<file path="config.mk">
export PLATFORM = sky130hd
export DESIGN_NAME = gray_arbiter
export DESIGN_NICKNAME = d
export VERILOG_FILES = /design/src/rtl/gray_pkg.sv /design/src/rtl/rr_arb2.sv /design/src/rtl/gray_arbiter.sv
export SDC_FILE = /design/constraint.sdc
export NUM_CORES = 1
export LEC_CHECK = 0
export CAP_MARGIN = 20
export CELL_PAD_IN_SITES_DETAIL_PLACEMENT = 1
export CELL_PAD_IN_SITES_GLOBAL_PLACEMENT = 2
export CORE_MARGIN = 3
export CORE_UTILIZATION = 25
export DETAILED_ROUTE_END_ITERATION = 7
export HOLD_SLACK_MARGIN = 0.12
export PLACE_DENSITY_LB_ADDON = 0.05
export SYNTH_ARGS = -nofsm -noshare
export SYNTH_HDL_FRONTEND = slang
export SYNTH_HIERARCHICAL = 1
export SYNTH_SLANG_ARGS = --single-unit
export TNS_END_PERCENT = 10
</file>
<file path="constraint.sdc">
create_clock -name Clk -period 2.1 [get_ports Clk]
set_input_delay 0.21 -clock Clk [delete_from_list [all_inputs] [get_ports Clk]]
set_output_delay 0.21 -clock Clk [all_outputs]
set_load 0.02 [all_outputs]
</file>
<file path="src/rtl/gray_pkg.sv">
// gray_pkg: shared definitions for the Gray-counter arbiter.
//   state_e     - controller FSM states (IDLE, RUN, CLEAR, DONE)
//   REQ_A/REQ_B - requester IDs, used for the round-robin Last register
//   DEF_STEP_W  - default width of the step-count request fields
package gray_pkg;

   typedef enum logic [1:0] {
      IDLE  = 2'd0,
      RUN   = 2'd1,
      CLEAR = 2'd2,
      DONE  = 2'd3
   } state_e;

   localparam logic REQ_A = 1'b0;
   localparam logic REQ_B = 1'b1;

   localparam int DEF_STEP_W = 3;

endpackage

</file>
<file path="src/rtl/rr_arb2.sv">
// rr_arb2: combinational two-way round-robin picker.
//   ReqA/ReqB - requests
//   Last      - requester served last (REQ_A / REQ_B)
//   PickA/B   - one-hot pick, at most one high
//   Valid     - some request present
module rr_arb2
   import gray_pkg::*;
(
   input  logic ReqA,
   input  logic ReqB,
   input  logic Last,
   output logic PickA,
   output logic PickB,
   output logic Valid
);

   // On a tie the requester not served last wins.
   assign PickA = ReqA & (~ReqB | (Last == REQ_B));
   assign PickB = ReqB & (~ReqA | (Last == REQ_A));
   assign Valid = ReqA | ReqB;

endmodule

</file>
<file path="src/rtl/gray_arbiter.sv">
// gray_arbiter: shares one external 3-bit Gray step counter between two
// requesters. Picks a requester round-robin, enables the counter for the
// requested number of steps, then pulses Done. A sticky counter overflow
// aborts the service: the counter is cleared and Err is reported with Done.
//   Clk, Reset        - clock, synchronous active-high reset
//   ReqA/B, StepsA/B  - requests and step counts (held until Done)
//   GntA/B            - registered grant, high from first RUN cycle to DONE
//   DoneA/B, ErrA/B   - one-cycle completion pulse and abort flag
//   Busy              - controller not IDLE
//   CntEn, CntClr     - counter En / Reset
//   CntOverflow       - counter sticky Overflow
module gray_arbiter
   import gray_pkg::*;
#(
   parameter int STEP_W = DEF_STEP_W
) (
   input  logic              Clk,
   input  logic              Reset,
   input  logic              ReqA,
   input  logic [STEP_W-1:0] StepsA,
   input  logic              ReqB,
   input  logic [STEP_W-1:0] StepsB,
   output logic              GntA,
   output logic              GntB,
   output logic              DoneA,
   output logic              DoneB,
   output logic              ErrA,
   output logic              ErrB,
   output logic              Busy,
   output logic              CntEn,
   output logic              CntClr,
   input  logic              CntOverflow
);

   state_e            state_q, state_d;
   logic [STEP_W-1:0] rem_q, rem_d;
   logic              err_q, err_d;
   logic              last_q, last_d;
   logic              gnt_a_q, gnt_a_d;
   logic              gnt_b_q, gnt_b_d;
   logic              en_d;
   logic              pick_a, pick_b, req_vld;

   rr_arb2 u_arb (
      .ReqA  (ReqA),
      .ReqB  (ReqB),
      .Last  (last_q),
      .PickA (pick_a),
      .PickB (pick_b),
      .Valid (req_vld)
   );

   always_comb begin
      state_d = state_q;
      rem_d   = rem_q;
      err_d   = err_q;
      last_d  = last_q;
      gnt_a_d = gnt_a_q;
      gnt_b_d = gnt_b_q;
      en_d    = 1'b0;
      case (state_q)
         IDLE: begin
            if (req_vld) begin
               state_d = RUN;
               gnt_a_d = pick_a;
               gnt_b_d = pick_b;
               rem_d   = pick_a ? StepsA : StepsB;
               err_d   = 1'b0;
               last_d  = pick_a ? REQ_A : REQ_B;
            end
         end
         RUN: begin
            // Overflow takes priority so an abort is always reported.
            if (CntOverflow) begin
               state_d = CLEAR;
               err_d   = 1'b1;
            end else if (rem_q == '0) begin
               state_d = DONE;
            end else begin
               // Guarded by rem_q != 0, so the decrement never wraps.
               en_d  = 1'b1;
               rem_d = rem_q - 1'b1;
            end
         end
         CLEAR: begin
            state_d = DONE;
            rem_d   = '0;   // unissued steps are discarded
         end
         DONE: begin
            state_d = IDLE;
            gnt_a_d = 1'b0;
            gnt_b_d = 1'b0;
         end
         default: state_d = IDLE;
      endcase
   end

   always_ff @(posedge Clk) begin
      if (Reset) begin
         state_q <= IDLE;
         rem_q   <= '0;
         err_q   <= 1'b0;
         last_q  <= REQ_B;
         gnt_a_q <= 1'b0;
         gnt_b_q <= 1'b0;
      end else begin
         state_q <= state_d;
         rem_q   <= rem_d;
         err_q   <= err_d;
         last_q  <= last_d;
         gnt_a_q <= gnt_a_d;
         gnt_b_q <= gnt_b_d;
      end
   end

   // Outputs are masked during Reset so an interrupted service gives no
   // enable and no Done pulse in the reset cycle.
   assign CntEn  = en_d & ~Reset;
   assign CntClr = Reset | (state_q == CLEAR);
   assign Busy   = (state_q != IDLE);
   assign GntA   = gnt_a_q;
   assign GntB   = gnt_b_q;
   assign DoneA  = (state_q == DONE) & gnt_a_q & ~Reset;
   assign DoneB  = (state_q == DONE) & gnt_b_q & ~Reset;
   assign ErrA   = DoneA & err_q;
   assign ErrB   = DoneB & err_q;

endmodule

</file>
# After elaboration in Yosys (flattened, before gate mapping)
# Index checks and enable logic that the tools add are counted.
# op_classes
add_sub_neg	1
n_eq_ne	8
muxes	20
n_bitwise	17
reduce_logical	11
# op_table
operator	count
3-bit two-way mux	4
1-bit AND	9
3-bit one-hot mux with 3 select lines	1
1-bit two-way mux	8
2-bit inequality test (second input constant)	4
2-bit one-hot mux with 4 select lines	1
2-bit two-way mux	3
1-bit one-hot mux with 2 select lines	3
2-bit AND reduction	3
2-bit nonzero test	3
2-bit == test (second input constant)	2
1-bit inverter	4
1-bit OR	4
4-bit AND reduction	1
3-bit zero test	1
3-bit inequality test (second input constant)	1
3-bit AND reduction	1
3-bit nonzero test	1
3-bit by 1-bit subtractor with 3-bit output (second input constant)	1
2-bit by 1-bit == test with 1-bit output (second input constant)	1
2-bit zero test	1
# word_totals
ff_bits	9
in_bits	11
out_inout_bits	9
elab_cells	63

# Logic depth before layout (Yosys ltp)
# Gate-level depths: netlist of run 1.
# logic_depth
depth_word	6
ltp_mapped	7

# By module
# The synthesis of run 1 kept the hierarchy.
# modules_own_cells
mod	instances	cells_per_inst	area_per_inst_um2	seq_area_each_um2
gray_arbiter	1	75	636.9	180.2
rr_arb2	1	4	25.0	0.0

# Worst setup path after synthesis of run 1
# OpenSTA, ideal clock, no wires.
# synth_path
kind	register to output
from	register rem_q[0]
to	output port CntEn
arrival_ns	1.427
slack_ns	0.463
stages_incl_launch_ff	6
path_buffers	0
path_cell_list	dfxtp_1 inv_1 ha_1 ha_1 or3b_1 nor2_1
# synth_via
elab_chain_len	5
# synth_lines
element	line	source
start: declaration	gray_arbiter.sv:36	logic [STEP_W-1:0] rem_q, rem_d;
start signal: assignment	gray_arbiter.sv:108	rem_q <= rem_d;
3-bit zero test	gray_arbiter.sv:77	end else if (rem_q == '0) begin
1-bit two-way mux	gray_arbiter.sv:77	
1-bit two-way mux	gray_arbiter.sv:74	if (CntOverflow) begin
1-bit two-way mux	gray_arbiter.sv:61	case (state_q)
1-bit AND	gray_arbiter.sv:118	assign CntEn = en_d & ~Reset;
end: declaration	gray_arbiter.sv:30	output logic CntEn,
# Every way passes these cells.

# Worst setup path in the final report of run 1
# layout_path
from	register state_q[1]
to	output port DoneA
# layout_via
elab_chain_len	3
# layout_lines
element	line	source
start: declaration	gray_arbiter.sv:35	state_e state_q, state_d;
start signal: assignment	gray_arbiter.sv:107	state_q <= state_d;
2-bit == test	gray_arbiter.sv:123	assign DoneA = (state_q == DONE) & gnt_a_q & ~Reset;
1-bit AND (2 in series)	gray_arbiter.sv:123	
end: declaration	gray_arbiter.sv:25	output logic DoneA,
# Every way passes these cells.

==> impl_metrics.py, run 1 <==
metrics = {
    "finish": {
        "antenna_cells": 0,
        "final_core_util_pct": 37.8,
        "drive_gt1_share_pct": 15.1,
        "syn2layout_area_growth_pct": 42.7,
        "fin_nets": 124,
    },
    "synth": {
        "netlist_area_sq_um": 662,
        "syn-num-nets": 96,
        "synthXorXnorAreaFrac_pct": 0,
        "ys_ff_latch": 9,
        "yosysUniqueCellTypes": 35,
        "synth_mux_area_share_pct": 3.02,
        "async_flop_share_pct": 0,
        "synth_area_leaders": "dfxtp_1 27%, ha_1 11%, nor2b_1 5.7%, inv_1 5.1%, a21oi_1 3.0%",
        "synth_top_area_share_pct": 27.2,
        "synth_edf_count": 0,
        "synth_compound_area_share_pct": 27.0,
        "synth_top_cell_by_area": "dfxtp_1",
        "ys_warn_count": 6,
        "synth_flop_cell": "dfxtp_1",
        "synth_top_family_by_area": "compound AO/OA/AOI/OAI gates",
        "syn_area_per_cell_sq_um": 8.38,
        "ys_seq_area_share_pct": 27.2,
        "synth-adder-area-share_pct": 11.3,
        "synth-simple-area-share_pct": 23.3,
        "syn_inst": 79,
    },
    "detailed_routing": {
        "routed_via_density": 4.93,
        "wl_um": 1850,
        "drtIter0Drc": 13,
        "routedWlPerCell_um": 13.6,
        "firstDrtPassIters": 4,
        "drc_errors": 0,
        "ant_nets": 0,
        "vias": 671,
    },
    "clock_tree": {
        "h-tree-depth": 1,
        "cts_hold_buf": 0,
        "cts_tree": "built",
        "numCtsBuffers": 3,
        "clk_pin_slew_ps": 60,
        "root_buffer": "clkbuf_4",
        "worstSkewPairLatency_ps": 260,
        "clock_path_buffers": 2,
        "cts.sinks": 9,
    },
    "floorplanning": {
        "fp.coreArea_sq_um": 2500,
        "rows": 18,
        "die_w_um": 57.5,
        "initial_core_util_pct": 26.5,
        "io_pins": 20,
        "dieArea_sq_um": 3300,
        "die-height_um": 57.5,
    },
    "critical_path": {
        "crit_buf_inv": 1,
        "cpPeakStageDelay_ps": 590,
        "cp_top_family": "buffers and inverters",
        "cp_max_fo": 4,
        "r2r-end": "rem_q[2]",
        "cp_slowest_cell": "clkdlybuf4s50_1",
        "worst_r2r_path_depth": 6,
        "crit_arrival_ps": 1780,
        "cp.required_ps": 1890,
        "cp_cell_sequence": "ha_1 > nor2b_2 > and2_1 > clkdlybuf4s50_1",
        "r2r_slack_ps": 350,
        "crit_type": "flip-flop to output pin",
        "cp-end-kind": "output pin",
        "start_kind": "flip-flop",
        "reg2reg_from": "state_q[1]",
    },
    "flow_run": {
        "maxCapViolCount": 0,
    },
    "min_path": {
        "min_to": "last_q",
        "holdPathStages": 1,
        "hp-start": "last_q",
        "hold_class": "flip-flop to flip-flop",
    },
    "timing": {
        "tightest_slew_ps": 358,
        "rsz0062_at_grt": "no",
        "fmax_mhz": 504,
        "slew_headroom_pct": 76.1,
        "finalCriticalPeriod_ps": 1990,
        "clock_skew_ps": 0.963,
        "tns_ps": 0,
        "final-hold-violation-count": 0,
        "setup_viol": 0,
        "fin_crit_sh_pct": 94.5,
        "slew_violations": 0,
    },
    "placement": {
        "port_buffers": 19,
        "hpwl_um": 1470,
        "gp_congestion": 0.734,
    },
    "global_route": {
        "grt.overflow.total": 0,
        "track_usage_pct": 12.1,
        "grt_pass1_vias": 661,
        "antenna_found_initial": 0,
        "grt_pass1_wl_um": 3080,
        "grt_start_max_net_pins": 12,
    },
    "power_and_ir_drop": {
        "power_density_nw_per_um2": 1260,
        "vdd_ir_drop_max_mv": 0.680,
        "power_mw": 1.19,
        "p_leak_nw": 0.409,
    },
    "outcome": {
        "status": "finished, final reports clean",
    },
}
[kinds of logic (layout without fill, tap and decap cells)]
logic type,after synthesis,in the layout
muxes,2,2
buffers and inverters,12,39
adders and majority gates,6,6
AOI/OAI and AO/OA,24,24
and+or+nand+nor,26,26
DFF,9,9
[area by class of cell]
cell class | count | area (sq um)
clock buffer | 4 | 26.3
fill | 327 | 1560
inverter | 9 | 33.8
multi-input combinational | 58 | 430
sequential | 9 | 181
tap | 30 | 37.5
timing repair buffer | 26 | 235
[Yosys cell counts, drive strengths merged, types with 2 or more instances]
cell    n
mux2i   2
a22oi   2
o41ai   2
a21oi   4
a211oi  3
nor2b   6
nand3   2
nor2    4
inv     9
nand2   2
and2    2
and3    3
a21boi  4
or2     2
buf     2
dfxtp   9
o21ai   2
ha      6
a311o   2
[through the flow]
stage	hold slack [ps]	setup WS, ps	instances	cell area, sq um
floorplan	314	463	79	662
finish	502	115	136	945
detailed placement	489	67.6	132	922
CTS	507	45.9	136	946
global placement	486	89.8	132	922
global route	528	42.7	136	945
[report_power, final]
part	internal, mW	switching (mW)
combinational	0.363	0.407
clock	0.0735	0.0663
sequential	0.232	0.0465
total	0.669	0.520
[worst max-delay path by stage]
stage | cells past startpoint | startpoint | slack, ps | endpoint
global placement | 6 | rem_q[0] | 90 | CntEn
detailed placement | 6 | rem_q[0] | 70 | CntEn
CTS | 6 | rem_q[0] | 50 | CntEn
global route | 4 | state_q[1] | 40 | DoneA
finish | 4 | state_q[1] | 110 | DoneA
floorplan | 5 | rem_q[0] | 460 | CntEn
[cells in the final DEF, fill, tap and decap left out, drive strengths merged]
| cell type | synthesis | final |
|---|---|---|
| nand2b | 1 | 1 |
| nor2b | 6 | 6 |
| or2 | 2 | 2 |
| and3 | 3 | 3 |
| dfxtp | 9 | 9 |
| o22a | 1 | 1 |
| clkdlybuf4s50 | 0 | 16 |
| a21boi | 4 | 4 |
| a211oi | 3 | 3 |
| a31oi | 1 | 1 |
| a211o | 1 | 1 |
| dlygate4sd2 | 0 | 2 |
| or3 | 1 | 1 |
| clkbuf | 1 | 5 |
| and2 | 2 | 2 |
| a22oi | 2 | 2 |
| a311o | 2 | 2 |
| ha | 6 | 6 |
| or3b | 1 | 1 |
| and3b | 1 | 1 |
| o21ai | 2 | 2 |
| a21oi | 4 | 4 |
| nand2 | 2 | 2 |
| nor3 | 1 | 1 |
| o41ai | 2 | 2 |
| inv | 9 | 9 |
| buf | 2 | 7 |
| mux2i | 2 | 2 |
| nand3 | 2 | 2 |
| nor2 | 4 | 4 |
| a21o | 1 | 1 |
| o211ai | 1 | 1 |
[layer usage]
metal  routed length (um)  up-vias  share of wire, %  track usage [%]
met5                    0        -                 0                0
met1                  890      317                48             15.3
li1                     -      337                 -                -
met3                  103        2               5.6             4.30
met4                   14        0              0.76             2.98
met2                  845       15                46             19.5
[sequential cells by signal, summed over array words and instances, names as in the netlist]
register / count
GntA: 1
rem_q: 3
state_q: 2
last_q: 1
GntB: 1
err_q: 1
[what timing repair did]
action / CTS / global route
resized for setup: 4 / 3
setup buffers: 0 / 0
pin swaps: 0 / 0
setup endpoints to repair: 5 / 3
Power figures use the tool's default switching activity.
==> inputs of run 2 (changes only) <==
--- a/config.mk
+++ b/config.mk
@@ -12,7 +12,7 @@
 export CORE_UTILIZATION = 25
 export DETAILED_ROUTE_END_ITERATION = 7
 export HOLD_SLACK_MARGIN = 0.12
-export PLACE_DENSITY_LB_ADDON = 0.05
+export PLACE_DENSITY_LB_ADDON = 0.1
 export SYNTH_ARGS = -nofsm -noshare
 export SYNTH_HDL_FRONTEND = slang
 export SYNTH_HIERARCHICAL = 1
==> run 2 against run 1 <==
  * Power fell by 1.1%
  * Clock-buffer cell count did not move
  * Combinational power fell by 2%
  * Clock skew rose by 2.6 ps
  * Sequential cell count did not move
  * Global-route usage rose by 0.15 points
  * Routed wire length fell by 0.70%
  * Maximum frequency barely moved
  * Via count fell by 1.6%
  * Final cell count did not move
  * Setup slack barely moved
  * Largest cell class unchanged
==> impl_metrics.py, run 2 (synthesis results as in run 1) <==
metrics = {
    "clock_tree": {
        "clock_path_buffers": 2,
        "cts.sinks": 9,
        "clk_pin_slew_ps": 70,
        "cts_tree": "built",
        "root_buffer": "clkbuf_4",
        "cts_hold_buf": 0,
        "h-tree-depth": 1,
        "postCtsSetupBuffers": 0,
        "worstSkewPairLatency_ps": 270,
        "numCtsBuffers": 3,
    },
    "floorplanning": {
        "io_pins": 20,
        "die-height_um": 57.5,
        "die_w_um": 57.5,
        "initial_core_util_pct": 26.5,
        "dieArea_sq_um": 3300,
        "fp.coreArea_sq_um": 2500,
        "rows": 18,
    },
    "placement": {
        "gp_congestion": 0.802,
        "hpwl_um": 1480,
        "pre_cts_ws_ps": 9.13,
        "port_buffers": 19,
    },
    "timing": {
        "tightest_slew_ps": 325,
        "fmax_mhz": 504,
        "setup_viol": 0,
        "clock_skew_ps": 3.58,
        "slew_violations": 0,
        "layout_setup_ws_ps": 115,
        "slew_headroom_pct": 78.4,
        "tns_ps": 0,
        "fin_crit_sh_pct": 94.5,
        "final-hold-violation-count": 0,
        "rsz0062_at_grt": "no",
        "finalCriticalPeriod_ps": 1980,
    },
    "detailed_routing": {
        "routedWlPerCell_um": 13.5,
        "wl_um": 1840,
        "drtIter0Drc": 16,
        "routed_via_density": 4.85,
        "firstDrtPassIters": 2,
        "vias": 660,
        "ant_nets": 0,
        "drc_errors": 0,
    },
    "power_and_ir_drop": {
        "vdd_ir_drop_max_mv": 0.528,
        "p_leak_nw": 0.460,
        "internal-power_uw": 660,
        "power_frac_clock_pct": 12.1,
        "pwr-share-seq_pct": 23.6,
        "switching_share_pct": 43.8,
        "combPwrFrac_pct": 64.3,
        "power_density_nw_per_um2": 1230,
        "p_sw_uw": 515,
    },
    "min_path": {
        "holdPathStages": 1,
        "hp-start": "last_q",
        "min_to": "last_q",
        "hold_class": "flip-flop to flip-flop",
    },
    "finish": {
        "nFillCells": 305,
        "biggestRegsByFlops": "rem_q x3, state_q x2",
        "drive_gt1_share_pct": 14.2,
        "largest_register": "rem_q",
        "largest_register_ffs": 3,
        "ff_latch_area_sq_um": 180,
        "final_cell_mix": "14 x clkdlybuf4s50_1, 9 x dfxtp_1, 9 x inv_1",
        "multi_input_area_sq_um": 430,
        "fin_nets": 124,
        "final_common_cell": "clkdlybuf4s50_1",
        "antenna_cells": 0,
        "syn2layout_area_growth_pct": 43.9,
    },
    "critical_path": {
        "r2r-end": "rem_q[1]",
        "start_kind": "flip-flop",
        "r2r_slack_ps": 370,
        "cp-end-kind": "output pin",
        "cp.required_ps": 1890,
        "worst_r2r_path_depth": 6,
        "reg2reg_from": "state_q[1]",
        "crit_type": "flip-flop to output pin",
        "crit_arrival_ps": 1770,
        "cp_max_fo": 5,
    },
    "global_route": {
        "track_usage_pct": 12.2,
        "antenna_found_initial": 0,
        "grt_start_max_net_pins": 10,
        "grt.overflow.total": 0,
        "grt_pass1_wl_um": 3010,
        "grt_pass1_vias": 625,
    },
    "flow_run": {
        "maxCapViolCount": 0,
    },
    "outcome": {
        "status": "finished, final reports clean",
    },
}
==> run 2: changes by cell type in the layout (fill, tap and decap cells not counted), sizes merged <==
| cell | change |
|---|---|
| clkdlybuf4s50 | -2 |
| dlymetal6s2s | +3 |
| dlygate4sd2 | -1 |
==> run 2: how the worst max path moves through the flow <==
stage	from	depth (start not counted)	to	slack, ps
after floorplan	rem_q[0]	5	CntEn	460
after global placement	rem_q[0]	6	CntEn	90
after detailed placement	rem_q[0]	6	CntEn	9
after CTS	state_q[0]	4	ErrA	-1
after global routing	state_q[0]	4	Busy	20
final	state_q[0]	4	CntClr	120
==> run 2: repair_timing <==
item	4_1_cts	5_1_grt
endpoints found under the setup margin	5	4
gates resized for setup	4	4
gates cloned	0	0
==> run 2: critical path, cell delays in order, from the launching register on <==
cell	delay [ps]
dfxtp_1	410
inv_1	90
ha_1	210
or2_2	270
clkdlybuf4s50_1	540
==> run 2: power groups by stage <==
stage	combinational, mW	clock [mW]	sequential (mW)
after floorplan	0.539	0	0.278
after global placement	0.756	0	0.281
after detailed placement	0.763	0	0.284
after CTS	0.766	0.150	0.280
after global routing	0.853	0.158	0.287
final	0.756	0.142	0.277
==> run 2: final cells by class <==
type,instances,share of cell area (%)
clock buffer,4,2.76
inverter,9,3.55
multi-input combinational,58,45.2
sequential,9,18.9
tap,30,3.94
timing repair buffer,26,25.6
==> run 2: per-layer routing <==
layer  global-route usage [%]  up-vias  part of all wire (%)
met3                     4.30        5                   5.4
met5                        0        -                     0
met1                     16.4      303                    49
li1                         -      337                     -
met2                     17.3       15                    43
met4                     5.96        0                   1.7
==> run 2: metrics by stage <==
stage	cells	util [%]	hold WS, ps	power (mW)	instance area [sq um]
after floorplan	79	-	314	0.817	662
after global placement	132	36.9	480	1.04	922
after detailed placement	132	36.9	496	1.05	922
after CTS	136	38.0	514	1.20	950
after global routing	136	38.1	525	1.30	952
final	136	38.1	509	1.18	952
==> variant 1 (flow settings as in run 1) <==
Re-encode `state_e` (4 states) as one-hot, 4 bits wide.
--- a/src/rtl/gray_pkg.sv
+++ b/src/rtl/gray_pkg.sv
@@ -5,9 +5,9 @@
 package gray_pkg;
 
-   typedef enum logic [1:0] {
-      IDLE  = 2'd0,
-      RUN   = 2'd1,
-      CLEAR = 2'd2,
-      DONE  = 2'd3
+   typedef enum logic [3:0] {
+      IDLE  = 4'b0001,
+      RUN   = 4'b0010,
+      CLEAR = 4'b0100,
+      DONE  = 4'b1000
    } state_e;
 
Function: no difference found for any inputs over 10 cycles, from zero or initial values and one cycle with Reset high; not proved beyond that.
==> variant 1 against run 1 <==
Design area grew 13%. Routed wire length is 3.0% higher. Sequential cell count rose by 2. Area after synthesis grew 5.9%. Worst setup slack better by 0.026 ns. Sequential share of layout area up 1.4 points.
Power is not compared: it rests on default switching activity, and its combinational part moved more than twofold at a synthesized area within 25%.
==> variant 1: results (changes against run 1) <==
\begin{tabular}{lr}
\hline
Metric & Value \\
\hline
\multicolumn{2}{l}{\textbf{Global routing}} \\
GRT met1 Usage & 0.137 (-0.0162) \\
Tot GR Track Use & 0.123 (+0.00236) \\
Number of global-route vias before repair & 768 (+16\%) \\
Met2 track utilization from global routing & 0.226 (+0.0304) \\
Maximum number of pins on one net before global-route repair & 8 (-4) \\
First-pass GRT wire length & 3220 um (+4.2\%) \\
Met3 global-route usage & 0.0395 (-0.00351) \\
\multicolumn{2}{l}{\textbf{Setup path}} \\
Startpoint of the worst-slack reg-to-reg timing path & state\_q[2] \\
Largest driver fanout on the critical path & 2 (-2) \\
Path type of the worst setup path & register to output pin \\
Arrival time of data at the critical path endpoint & 1.75 ns (-0.03 ns) \\
\multicolumn{2}{l}{\textbf{Min path}} \\
Startpoint of the lowest-slack hold path & rem\_q[0] \\
\multicolumn{2}{l}{\textbf{Clock network}} \\
Number of buffers added by the clock tree synthesis step & 3 (unchanged) \\
Root cell of the clock tree & clkbuf\_4 \\
H-Tree Level Count & 1 (unchanged) \\
Setup Fix Bufs, Post-CTS & 0 (unchanged) \\
Clk slew on worst S/H paths & 0.08 ns (+0.02 ns) \\
\multicolumn{2}{l}{\textbf{Routing}} \\
Via Count & 725 (+8.0\%) \\
Wire per inst & 13.0 um (-4.7\%) \\
Number of DRC markers after the initial detailed-route iteration & 10 (-3) \\
Met1 WL & 855 um (-3.9\%) \\
Sum of met3 wire segment lengths after detailed routing & 93 um (-9.7\%) \\
Met2 Routed Length & 947 um (+12\%) \\
\multicolumn{2}{l}{\textbf{STA}} \\
Worst max-slew margin expressed relative to the limit & 0.736 (-0.0257) \\
Final worst clock skew & 0.00613 ns (+0.00517 ns) \\
\multicolumn{2}{l}{\textbf{Synthesis}} \\
Proportion of synthesized chip area in sequential cells & 0.314 (+0.0421) \\
Top cells by count, synth & dfxtp\_1 (11), inv\_1 (7), nor2\_1 (7), nor3\_1 (7), a21oi\_1 (6) \\
Main area contributors after synthesis & dfxtp\_1 (31\%), mux2i\_1 (7.1\%), nor4b\_4 (6.8\%) \\
Number of distinct library cells after synthesis & 31 (-11\%) \\
\multicolumn{2}{l}{\textbf{Placement}} \\
Placed wire-length estimate & 1610 um (+9.2\%) \\
Setup WS pre-CTS & -0.0218 ns (-0.0894 ns) \\
Gpl congestion & 0.775 (+5.7\%) \\
Cell area after placement & 0.00102 mm\^{}2 (+11\%) \\
\multicolumn{2}{l}{\textbf{Final layout}} \\
Ratio of cells with drive above 1 in the final layout & 0.231 (+0.0798) \\
Registers with the highest flip-flop counts & state\_q (4), rem\_q (3) \\
Final-layout fill cell count & 316 (-3.4\%) \\
Nets & 131 (+5.6\%) \\
\multicolumn{2}{l}{\textbf{Power and ir drop}} \\
VDD IR-drop max & 0.391 mV \\
\multicolumn{2}{l}{\textbf{Status}} \\
Status & complete, no violations \\
\hline
\end{tabular}
variant 1: worst paths after layout:
kind / slack (ns) / to / cells after the start
max: 0.14 / CntEn / 4
min: 0.47 / rem_q[0] / 2
max reg2reg: 0.41 / rem_q[0] / 7
min reg2reg: 0.47 / rem_q[0] / 2
variant 1: critical path, cell delays in order, from the launching register on:
cell     delay [ns]
dfxtp_1        0.32
or4b_4         0.54
or3_1          0.34
nor2_1         0.11
buf_2          0.17
variant 1: power by group:
group / total, mW / switching (mW) / internal, mW
Combinational: 0.227 / 0.114 / 0.113
Sequential: 0.242 / 0.0132 / 0.229
Clock: 0.146 / 0.0724 / 0.0734
variant 1: layout make-up:
cell class                 count  area (um^2)  share of cell area
multi-input combinational     62          468               0.438
timing repair buffer          33          290               0.272
sequential                    11          220               0.206
tap                           30         37.5              0.0351
clock buffer                   4         26.3              0.0246
inverter                       7         26.3              0.0246
variant 1: what timing repair did:
item                       CTS  global route
resized for setup           10             4
hold endpoints to repair     0             0
setup endpoints to repair    6             5
variant 1: cells by family (layout without fill, tap and decap cells):
kind of cell               count (synthesis)  count (layout)  share of synthesized area
and+or+nand+nor                           33              33                      0.321
AOI/OAI and AO/OA                         22              22                      0.202
DFF                                       11              11                      0.314
muxes                                      5               5                     0.0714
adders and majority gates                  2               2                     0.0357
buffers and inverters                     10              44                     0.0554
variant 1: stage by stage:
step | setup TNS [ns] | std cells | power, mW
after floorplan | 0 | 83 | 0.381
after global placement | -0.00951 | 143 | 0.470
after detailed placement | -0.0239 | 143 | 0.474
after CTS | 0 | 147 | 0.624
after global routing | 0 | 147 | 0.663
final | 0 | 147 | 0.615
==> variant 2 (settings of run 1) <==
Without the edit above. `DEF_STEP_W`: 3 -> 6.
--- a/src/rtl/gray_pkg.sv
+++ b/src/rtl/gray_pkg.sv
@@ -15,5 +15,5 @@
    localparam logic REQ_B = 1'b1;
 
-   localparam int DEF_STEP_W = 3;
+   localparam int DEF_STEP_W = 6;
 
 endpackage
Ports: changed (resized StepsA and StepsB); port bits go from 20 to 26. The function was not compared with the original's and may differ.
==> variant 2 against run 1 <==
Power increased by 45%. Clock power increased by 3%. Routed wire length grew 40%. Worst setup slack better by 0.067 ns. Area after synthesis is 38% higher. Final cell count rose by 38%. Combinational power increased by 51%. Synthesized cell count up 38%. Sequential cell count grew 3. Design area rose by 35%. First-iteration DRC count up 120%. Sequential power grew 54%. Largest power group unchanged.
==> variant 2: results (changes against run 1) <==
\begin{tabular}{lr}
\hline
Metric & Value \\
\hline
\multicolumn{2}{l}{\textbf{Status}} \\
Status & complete, no violations \\
\multicolumn{2}{l}{\textbf{Global routing}} \\
Met2 track utilization from global routing & 0.202 (+0.00682) \\
Maximum number of pins on one net before global-route repair & 10 (-2) \\
GRT met1 Usage & 0.175 (+0.0225) \\
Number of global-route vias before repair & 930 (+41\%) \\
First-pass GRT wire length & 4360 um (+41\%) \\
Met3 global-route usage & 0.0187 (-0.0243) \\
\multicolumn{2}{l}{\textbf{Routing}} \\
Met2 Routed Length & 1110 um (+31\%) \\
Met1 WL & 1320 um (+49\%) \\
Number of DRC markers after the initial detailed-route iteration & 29 (+16) \\
Wire per inst & 13.8 um (+1.0\%) \\
Post-detailed-routing wire length & 2590 um (+40\%) \\
Sum of met3 wire segment lengths after detailed routing & 141 um (+37\%) \\
Via Count & 939 (+40\%) \\
\multicolumn{2}{l}{\textbf{Placement}} \\
Quantity of I/O buffers inserted on ports & 25 (+6) \\
Cell area after placement & 0.00125 mm\^{}2 (+36\%) \\
Setup WS pre-CTS & 0.158 ns (+0.0902 ns) \\
Gpl congestion & 0.809 (+10\%) \\
Placed wire-length estimate & 2070 um (+41\%) \\
\multicolumn{2}{l}{\textbf{Clock network}} \\
Clock Path Buffers & 2 (unchanged) \\
H-Tree Level Count & 1 (unchanged) \\
CTS resizes & 8 (+4) \\
Clk slew on worst S/H paths & 0.08 ns (+0.02 ns) \\
\multicolumn{2}{l}{\textbf{Final layout}} \\
Growth of design area from synthesis to finish & 39.6\% \\
Ratio of cells with drive above 1 in the final layout & 0.162 (+0.0110) \\
Final-layout fill cell count & 434 (+33\%) \\
Registers with the highest flip-flop counts & rem\_q (6), state\_q (2) \\
\multicolumn{2}{l}{\textbf{STA}} \\
Final worst clock skew & 0.00173 ns (+0.000768 ns) \\
Worst max-slew margin expressed relative to the limit & 0.732 (-0.0291) \\
\multicolumn{2}{l}{\textbf{Synthesis}} \\
Main area contributors after synthesis & dfxtp\_1 (26\%), ha\_1 (6.8\%), mux2i\_1 (5.5\%) \\
Number of distinct library cells after synthesis & 40 (+14\%) \\
Complex-gate fraction of the synthesized area & 0.270 (-0.000458) \\
Mux contribution to synthesized area & 0.0795 (+0.0492) \\
Synthesized netlist net count & 131 (+36\%) \\
Proportion of synthesized chip area in sequential cells & 0.263 (-0.00920) \\
Top cells by count, synth & dfxtp\_1 (12), nor2\_1 (11), a21oi\_1 (8), nor3\_1 (8) \\
Area share of fa/ha/maj cells after synthesis & 0.0685 (-0.0449) \\
\multicolumn{2}{l}{\textbf{Power and ir drop}} \\
VDD IR-drop max & 0.494 mV (-27\%) \\
\multicolumn{2}{l}{\textbf{Setup path}} \\
Arrival time of data at the critical path endpoint & 1.71 ns (-0.07 ns) \\
\hline
\end{tabular}
[variant 2: cell count changes in the layout (fill, tap and decap cells not counted), moves of 4 or more]
cell and delta:
nor3_1 +7, nor2b_1 -5, nor2_1 +7, dfxtp_1 +4, nand2_1 +4, a21oi_1 +4
dlygate4sd2_1 +4
[variant 2: final timing paths]
path | start | endpoint | slack, ns
max | state_q[0] | Busy | 0.18
min | last_q | last_q | 0.51
max reg2reg | state_q[0] | rem_q[2] | 0.38
min reg2reg | last_q | last_q | 0.51
[variant 2: area by class of cell]
cell class,instances,area share
well taps,46,0.0451
multi-input cells,87,0.488
repair buffers,34,0.243
inverters,6,0.0177
flip-flops and latches,12,0.188
clock buffers,3,0.0177
[variant 2: report_power, final]
part / switching (mW) / leakage (nW) / total, mW / internal [mW]
logic: 0.626 / 0.418 / 1.16 / 0.529
clock network: 0.0779 / 0.0138 / 0.144 / 0.0662
registers: 0.112 / 0.0988 / 0.427 / 0.315
